`src/rtl/freq_gate_ctrl_if.sv`:
```
// Interface bundle for freq_gate_ctrl.
// master: the board/counter-chain side (drives run, sig_in, bcd_in, carry_in).
// slave:  the sequencer itself (drives clear/enable/result outputs).
//
// Signals:
//   run      level, continuous measurement while high
//   sig_in   asynchronous signal under measurement
//   bcd_in   live chain digits, digit 0 in [3:0]
//   carry_in carry out of the most significant chain digit
//   cnt_clr  synchronous clear to the chain
//   cnt_en   one-cycle count pulse per detected sig_in rising edge
//   freq_bcd latched result of the last completed measurement
//   valid    one-cycle pulse marking a result update
//   ovf      last measurement overflowed the chain
//   busy     sequencer not idle
interface freq_gate_ctrl_if #(
  parameter int DIGITS = 4
);
  logic                  run;
  logic                  sig_in;
  logic [4*DIGITS-1:0]   bcd_in;
  logic                  carry_in;
  logic                  cnt_clr;
  logic                  cnt_en;
  logic [4*DIGITS-1:0]   freq_bcd;
  logic                  valid;
  logic                  ovf;
  logic                  busy;

  modport master (
    output run, sig_in, bcd_in, carry_in,
    input  cnt_clr, cnt_en, freq_bcd, valid, ovf, busy
  );

  modport slave (
    input  run, sig_in, bcd_in, carry_in,
    output cnt_clr, cnt_en, freq_bcd, valid, ovf, busy
  );
endinterface

```
`src/rtl/freq_gate_ctrl.sv`:
```
// Purpose: frequency-counter sequencer; conditions sig_in into count pulses and runs clear/gate/latch.
// Latency: sig_in rise -> cnt_en after 2-3 clk; measurement period GATE_CYCLES+2 clk in continuous mode.
// Backpressure: none; edges outside the gate window are dropped, results are overwritten each LATCH.
//
// Ports:
//   clk    system clock, rising edge
//   reset  asynchronous active-low reset
//   bus    freq_gate_ctrl_if.slave (run, sig_in, bcd_in, carry_in in;
//          cnt_clr, cnt_en, freq_bcd, valid, ovf, busy out)
//
// Build option: FREQ_OVF_SAT_EN - when defined, an overflowed measurement
// displays all nines instead of the wrapped chain value. ovf is reported
// either way.
//
// The interface instance must be built with the same DIGITS as this module.
module freq_gate_ctrl #(
  parameter int GATE_CYCLES = 100000000,
  parameter int DIGITS      = 4,
  parameter int GW          = 27
) (
  input  logic            clk,
  input  logic            reset,
  freq_gate_ctrl_if.slave bus
);

  localparam int W = 4 * DIGITS;
  // Last timer value inside the gate window.
  localparam logic [GW-1:0] GATE_LAST = GW'(GATE_CYCLES - 1);

  typedef enum logic [1:0] {
    IDLE  = 2'd0,
    CLEAR = 2'd1,
    GATE  = 2'd2,
    LATCH = 2'd3
  } state_t;

  state_t          state_q, state_d;
  logic [GW-1:0]   timer_q, timer_d;

  // Two-flop synchroniser (s1, s2) plus history flop (s3).
  logic            s1_q, s1_d;
  logic            s2_q, s2_d;
  logic            s3_q, s3_d;

  logic            ovf_flag_q, ovf_flag_d;

  // Registered outputs.
  logic            cnt_clr_q,  cnt_clr_d;
  logic            cnt_en_q,   cnt_en_d;
  logic            valid_q,    valid_d;
  logic            busy_q,     busy_d;
  logic            ovf_q,      ovf_d;
  logic [W-1:0]    freq_bcd_q, freq_bcd_d;

  // The detected edge is s2 & ~s3. Since cnt_en is registered, it is
  // computed one cycle early from the values s2/s3 are about to take
  // (s1 and s2), paired with the state about to be entered. The result is
  // cnt_en == (s2 & ~s3) exactly in the cycles the FSM spends in GATE.
  logic            edge_next;

  always_comb begin
    s1_d       = bus.sig_in;
    s2_d       = s1_q;
    s3_d       = s2_q;
    edge_next  = s1_q & ~s2_q;

    state_d    = state_q;
    timer_d    = timer_q;
    ovf_flag_d = ovf_flag_q;
    freq_bcd_d = freq_bcd_q;
    ovf_d      = ovf_q;

    case (state_q)
      IDLE: begin
        if (bus.run) begin
          state_d = CLEAR;
        end
      end

      CLEAR: begin
        timer_d    = '0;
        ovf_flag_d = 1'b0;
        state_d    = GATE;
      end

      GATE: begin
        timer_d = timer_q + GW'(1);
        // carry_in only matters when the chain is actually stepping.
        if (cnt_en_q && bus.carry_in) begin
          ovf_flag_d = 1'b1;
        end
        if (timer_q == GATE_LAST) begin
          state_d = LATCH;
        end
      end

      LATCH: begin
        // bcd_in is sampled here rather than on entry so that a count pulse
        // issued in the final gate cycle has already reached the chain.
`ifdef FREQ_OVF_SAT_EN
        if (ovf_flag_q) begin
          freq_bcd_d = {DIGITS{4'd9}};
        end else begin
          freq_bcd_d = bus.bcd_in;
        end
`else
        freq_bcd_d = bus.bcd_in;
`endif
        ovf_d   = ovf_flag_q;
        // A run drop anywhere in the measurement only takes effect here,
        // so freq_bcd is only ever written by a complete gate.
        state_d = bus.run ? CLEAR : IDLE;
      end

      default: begin
        state_d = IDLE;
      end
    endcase

    // Output flops track the state being entered so they line up with it.
    cnt_clr_d = (state_d == CLEAR);
    cnt_en_d  = edge_next && (state_d == GATE);
    valid_d   = (state_d == LATCH);
    busy_d    = (state_d != IDLE);
  end

  always_ff @(posedge clk or negedge reset) begin
    if (!reset) begin
      state_q    <= IDLE;
      timer_q    <= '0;
      s1_q       <= 1'b0;
      s2_q       <= 1'b0;
      s3_q       <= 1'b0;
      ovf_flag_q <= 1'b0;
      cnt_clr_q  <= 1'b0;
      cnt_en_q   <= 1'b0;
      valid_q    <= 1'b0;
      busy_q     <= 1'b0;
      ovf_q      <= 1'b0;
      freq_bcd_q <= '0;
    end else begin
      state_q    <= state_d;
      timer_q    <= timer_d;
      s1_q       <= s1_d;
      s2_q       <= s2_d;
      s3_q       <= s3_d;
      ovf_flag_q <= ovf_flag_d;
      cnt_clr_q  <= cnt_clr_d;
      cnt_en_q   <= cnt_en_d;
      valid_q    <= valid_d;
      busy_q     <= busy_d;
      ovf_q      <= ovf_d;
      freq_bcd_q <= freq_bcd_d;
    end
  end

  assign bus.cnt_clr  = cnt_clr_q;
  assign bus.cnt_en   = cnt_en_q;
  assign bus.valid    = valid_q;
  assign bus.busy     = busy_q;
  assign bus.ovf      = ovf_q;
  assign bus.freq_bcd = freq_bcd_q;

endmodule
```
`src/flat_wrapper.sv`:
```
// flat-port wrapper written by rule: the top's interface ports become plain ports
module freq_gate_ctrl_flat 
#(
  parameter int GATE_CYCLES = 100000000,
  parameter int DIGITS      = 4,
  parameter int GW          = 27
)
  (clk, reset, bus_run, bus_sig_in, bus_bcd_in, bus_carry_in, bus_cnt_clr, bus_cnt_en, bus_freq_bcd, bus_valid, bus_ovf, bus_busy);
  freq_gate_ctrl_if #(.DIGITS(DIGITS)) bus_i ();
  input  logic clk;
  input  logic reset;
  input wire logic [$bits(bus_i.run)-1:0] bus_run;
  input wire logic [$bits(bus_i.sig_in)-1:0] bus_sig_in;
  input wire logic [$bits(bus_i.bcd_in)-1:0] bus_bcd_in;
  input wire logic [$bits(bus_i.carry_in)-1:0] bus_carry_in;
  output wire logic [$bits(bus_i.cnt_clr)-1:0] bus_cnt_clr;
  output wire logic [$bits(bus_i.cnt_en)-1:0] bus_cnt_en;
  output wire logic [$bits(bus_i.freq_bcd)-1:0] bus_freq_bcd;
  output wire logic [$bits(bus_i.valid)-1:0] bus_valid;
  output wire logic [$bits(bus_i.ovf)-1:0] bus_ovf;
  output wire logic [$bits(bus_i.busy)-1:0] bus_busy;
  assign bus_i.run = bus_run;
  assign bus_i.sig_in = bus_sig_in;
  assign bus_i.bcd_in = bus_bcd_in;
  assign bus_i.carry_in = bus_carry_in;
  assign bus_cnt_clr = bus_i.cnt_clr;
  assign bus_cnt_en = bus_i.cnt_en;
  assign bus_freq_bcd = bus_i.freq_bcd;
  assign bus_valid = bus_i.valid;
  assign bus_ovf = bus_i.ovf;
  assign bus_busy = bus_i.busy;
  freq_gate_ctrl #(.GATE_CYCLES(GATE_CYCLES), .DIGITS(DIGITS), .GW(GW)) u_core (.clk(clk), .reset(reset), .bus(bus_i));
endmodule
```
`config.mk`:
```
export PLATFORM = sky130hd
export DESIGN_NAME = freq_gate_ctrl_flat
export DESIGN_NICKNAME = d
export VERILOG_FILES = /design/src/rtl/freq_gate_ctrl_if.sv /design/src/rtl/freq_gate_ctrl.sv /design/src/flat_wrapper.sv
export SDC_FILE = /design/constraint.sdc
export NUM_CORES = 1
export LEC_CHECK = 0
export CORE_ASPECT_RATIO = 1.4
export CORE_UTILIZATION = 42
export DETAILED_ROUTE_END_ITERATION = 10
export PLACE_DENSITY = 0.76
export SKIP_CTS_REPAIR_TIMING = 1
export SYNTH_ARGS = -nofsm -noshare
export SYNTH_HDL_FRONTEND = slang
export SYNTH_SLANG_ARGS = --single-unit
```
`constraint.sdc`:
```
create_clock -name clk -period 1.9 [get_ports clk]
set_input_delay 0.19 -clock clk [delete_from_list [all_inputs] [get_ports clk]]
set_output_delay 0.19 -clock clk [all_outputs]
set_load 0.05 [all_outputs]
```
==> results.yml <==
placed_design:
  numPortBuffers: 41
  dpl.hpwl_mm: 3.46
  dp_cells: 338
  gp_congestion: 0.897
synth:
  avgSynthCellArea_sq_um: 11.1
  synth-edff-count: 0
  yosysUniqueCellTypes: 35
  ys_ff_latch: 53
  yosysWarningCount: 0
  synth_top_area_share: 0.541
  syn_nets: 246
  yosys-top-cells-area: "dfrtp_1 54%, mux2_2 7.8%, a21oi_1 3.1%"
  async_flop_share: 1.00
  synth_flop_cell: "dfrtp_1"
  synth_area_sq_um: 2450
  ys_seq_area_frac: 0.541
  synth_cells: 220
  yosys.area.top_type: "dfrtp_1"
global_route:
  grt_max_degree: 54
  grt_overflow: 0
  track_usage: 0.175
  grt_pass1_vias: 1883
  grt_pass1_wl_mm: 8.30
  grt_antenna_before_repair: 0
cells_and_area:
  fillers: 447
  multi_input_comb_area_sq_um: 1070
  drive_gt1_frac: 0.214
  layout.nets: 306
  fin_cells: 349
  regArea_sq_um: 1330
  antenna-diode-count: 0
  area_growth_pct: 30.0
floorplanning:
  start_util: 0.440
  die-area_sq_um: 6150
  die_x_microns: 66.6
  boundaryPins: 42
  die_h_microns: 92.4
  core-area_sq_um: 5570
  fp-row-count: 32
power:
  p_leak_nw: 1.33
  p_per_area_nw_per_um2: 1370
  peakVddDrop_v: 0.00101
  power_w: 0.00436
worst_setup_path:
  start_kind: "flip-flop"
  worst_ep_required_time_ns: 2.15
  arrival_ns: 2.14
  crit_type: "reg -> reg"
  endpoint_kind: "flip-flop"
  critical_path_peak_fanout: 6
clocking:
  clock_latency_ns: 0.31
  clock-sinks: 53
  htreeDepth: 2
  cts_buffers: 5
  root_buffer: "clkbuf_8"
  cts_tree: "yes"
  cts_buffer_depth: 2
  path_clk_slew_ns: 0.10
drt:
  final_antenna_net_count: 0
  route.detailed.drc: 0
  routed_wirelength_mm: 4.96
  post_drt_wl_per_cell_microns: 14.2
  vias: 1914
  viasPerCell: 5.48
  drtPass1Iterations: 4
  first_iter_violations: 46
sta:
  finalSetupViolCount: 0
  clock_skew_ns: 0.00396
  hold_violations: 0
  fin_crit_sh: 0.996
  slew_viol_final: 0
  hold_ws_ns: 0.313
  worstMarginPinSlew_ns: 0.517
  fmaxAchievable_ghz: 0.529
  finalCriticalPeriod_ns: 1.89
  rsz0062_at_grt: "true"
  relSlewSlack: 0.654
hold_path:
  min_path_type: "in -> reg"
flow_run:
  max_cap_viol_count: 0
outcome:
  status: "finished, final reports clean"
metal layers:
layer	vias up	part of all wire	global-route usage
li1	917	-	-
met2	57	0.51	0.298
met3	8	0.061	0.0456
met4	0	0.019	0.0656
met1	932	0.41	0.207
met5	-	0	0
flip-flops by register name, indices dropped and copies added (netlist names):
signal,flops
u_core.bus.busy,1
u_core.bus.cnt_clr,1
u_core.bus.cnt_en,1
u_core.bus.freq_bcd,16
u_core.bus.ovf,1
u_core.bus.valid,1
u_core.ovf_flag_q,1
u_core.s1_q,1
u_core.s2_q,1
u_core.state_q,2
u_core.timer_q,27
placed cells by master (no fill, tap or decap), drive strengths merged, types with 2 or more instances in the layout:
cell type	count
mux2	17
a21oi	15
or3	8
clkdlybuf4s50	40
nor4	2
xor2	7
o31ai	7
and3	3
dfrtp	53
nand4	12
ha	5
inv	11
nor2	13
nand3	11
o21ai	11
nand2	11
xnor2	3
buf	21
and4	4
or4	8
clkbuf	6
power by group:
group / internal (W) / leakage, nW / switching [W]
Combinational: 0.000828 / 0.592 / 0.00138
Clock: 0.000264 / 0.0456 / 0.000376
Sequential: 0.00138 / 0.690 / 0.000122
critical path, stage by stage (launching register included):
cell	delay, ns
dfrtp_1	0.37
inv_2	0.06
ha_4	0.27
nand4_1	0.10
or4_4	0.47
or4_4	0.44
a21oi_2	0.12
kinds of logic after synthesis:
group                      after synthesis  synth area share
muxes                                   18            0.0822
buffers and inverters                   19            0.0383
and+or+nand+nor                         78             0.189
adders and majority gates                5            0.0255
DFF                                     53             0.541
AOI/OAI and AO/OA                       37            0.0878
xor gates and xnor gates                10            0.0357
synth_stat cells, types with 2 or more instances:
library cell,number
dfrtp_1,53
mux2_2,17
a21oi_1,15
nor2_1,13
nand2_1,11
nand3_1,11
nand4_1,11
o21ai_0,11
inv_1,10
or3_1,8
o31ai_1,7
or4_1,7
xor2_1,7
clkbuf_1,5
ha_1,5
and3_1,3
and4_1,3
xnor2_1,3
buf_4,2
buf_6,2
nor4_1,2
area by class of cell:
type,instances,share of cell area
inverters,10,0.0118
repair buffers,62,0.181
clock buffers,6,0.0228
clock inverters,2,0.00432
flip-flops and latches,53,0.416
well taps,68,0.0267
multi-input cells,148,0.337
stage by stage:
stage           util  setup slack, ns  area [sq um]  TNS [ns]
6_report       0.572          0.00801          3190         0
3_5_place_dp   0.546          0.00919          3040         0
2_1_floorplan      -          -0.0520          2460    -0.156
5_1_grt        0.572          -0.0772          3190    -0.309
4_1_cts        0.561          -0.0341          3120   -0.0797
3_3_place_gp   0.546           0.0499          3040         0
path summary, 6_finish.rpt:
path,startpoint,end,slack (ns),cells after the start
min,bus_sig_in,u_core.s1_q,0.31,1
max reg2reg,u_core.state_q[0],u_core.timer_q[21],0.008,6
min in group asynchronous,reset,u_core.bus.freq_bcd[9],0.39,3
min reg2reg,u_core.s1_q,u_core.s2_q,0.38,0
max,u_core.state_q[0],u_core.timer_q[21],0.008,6
max in group asynchronous,reset,u_core.timer_q[25],1.28,3
(Power assumes the default switching activity.)
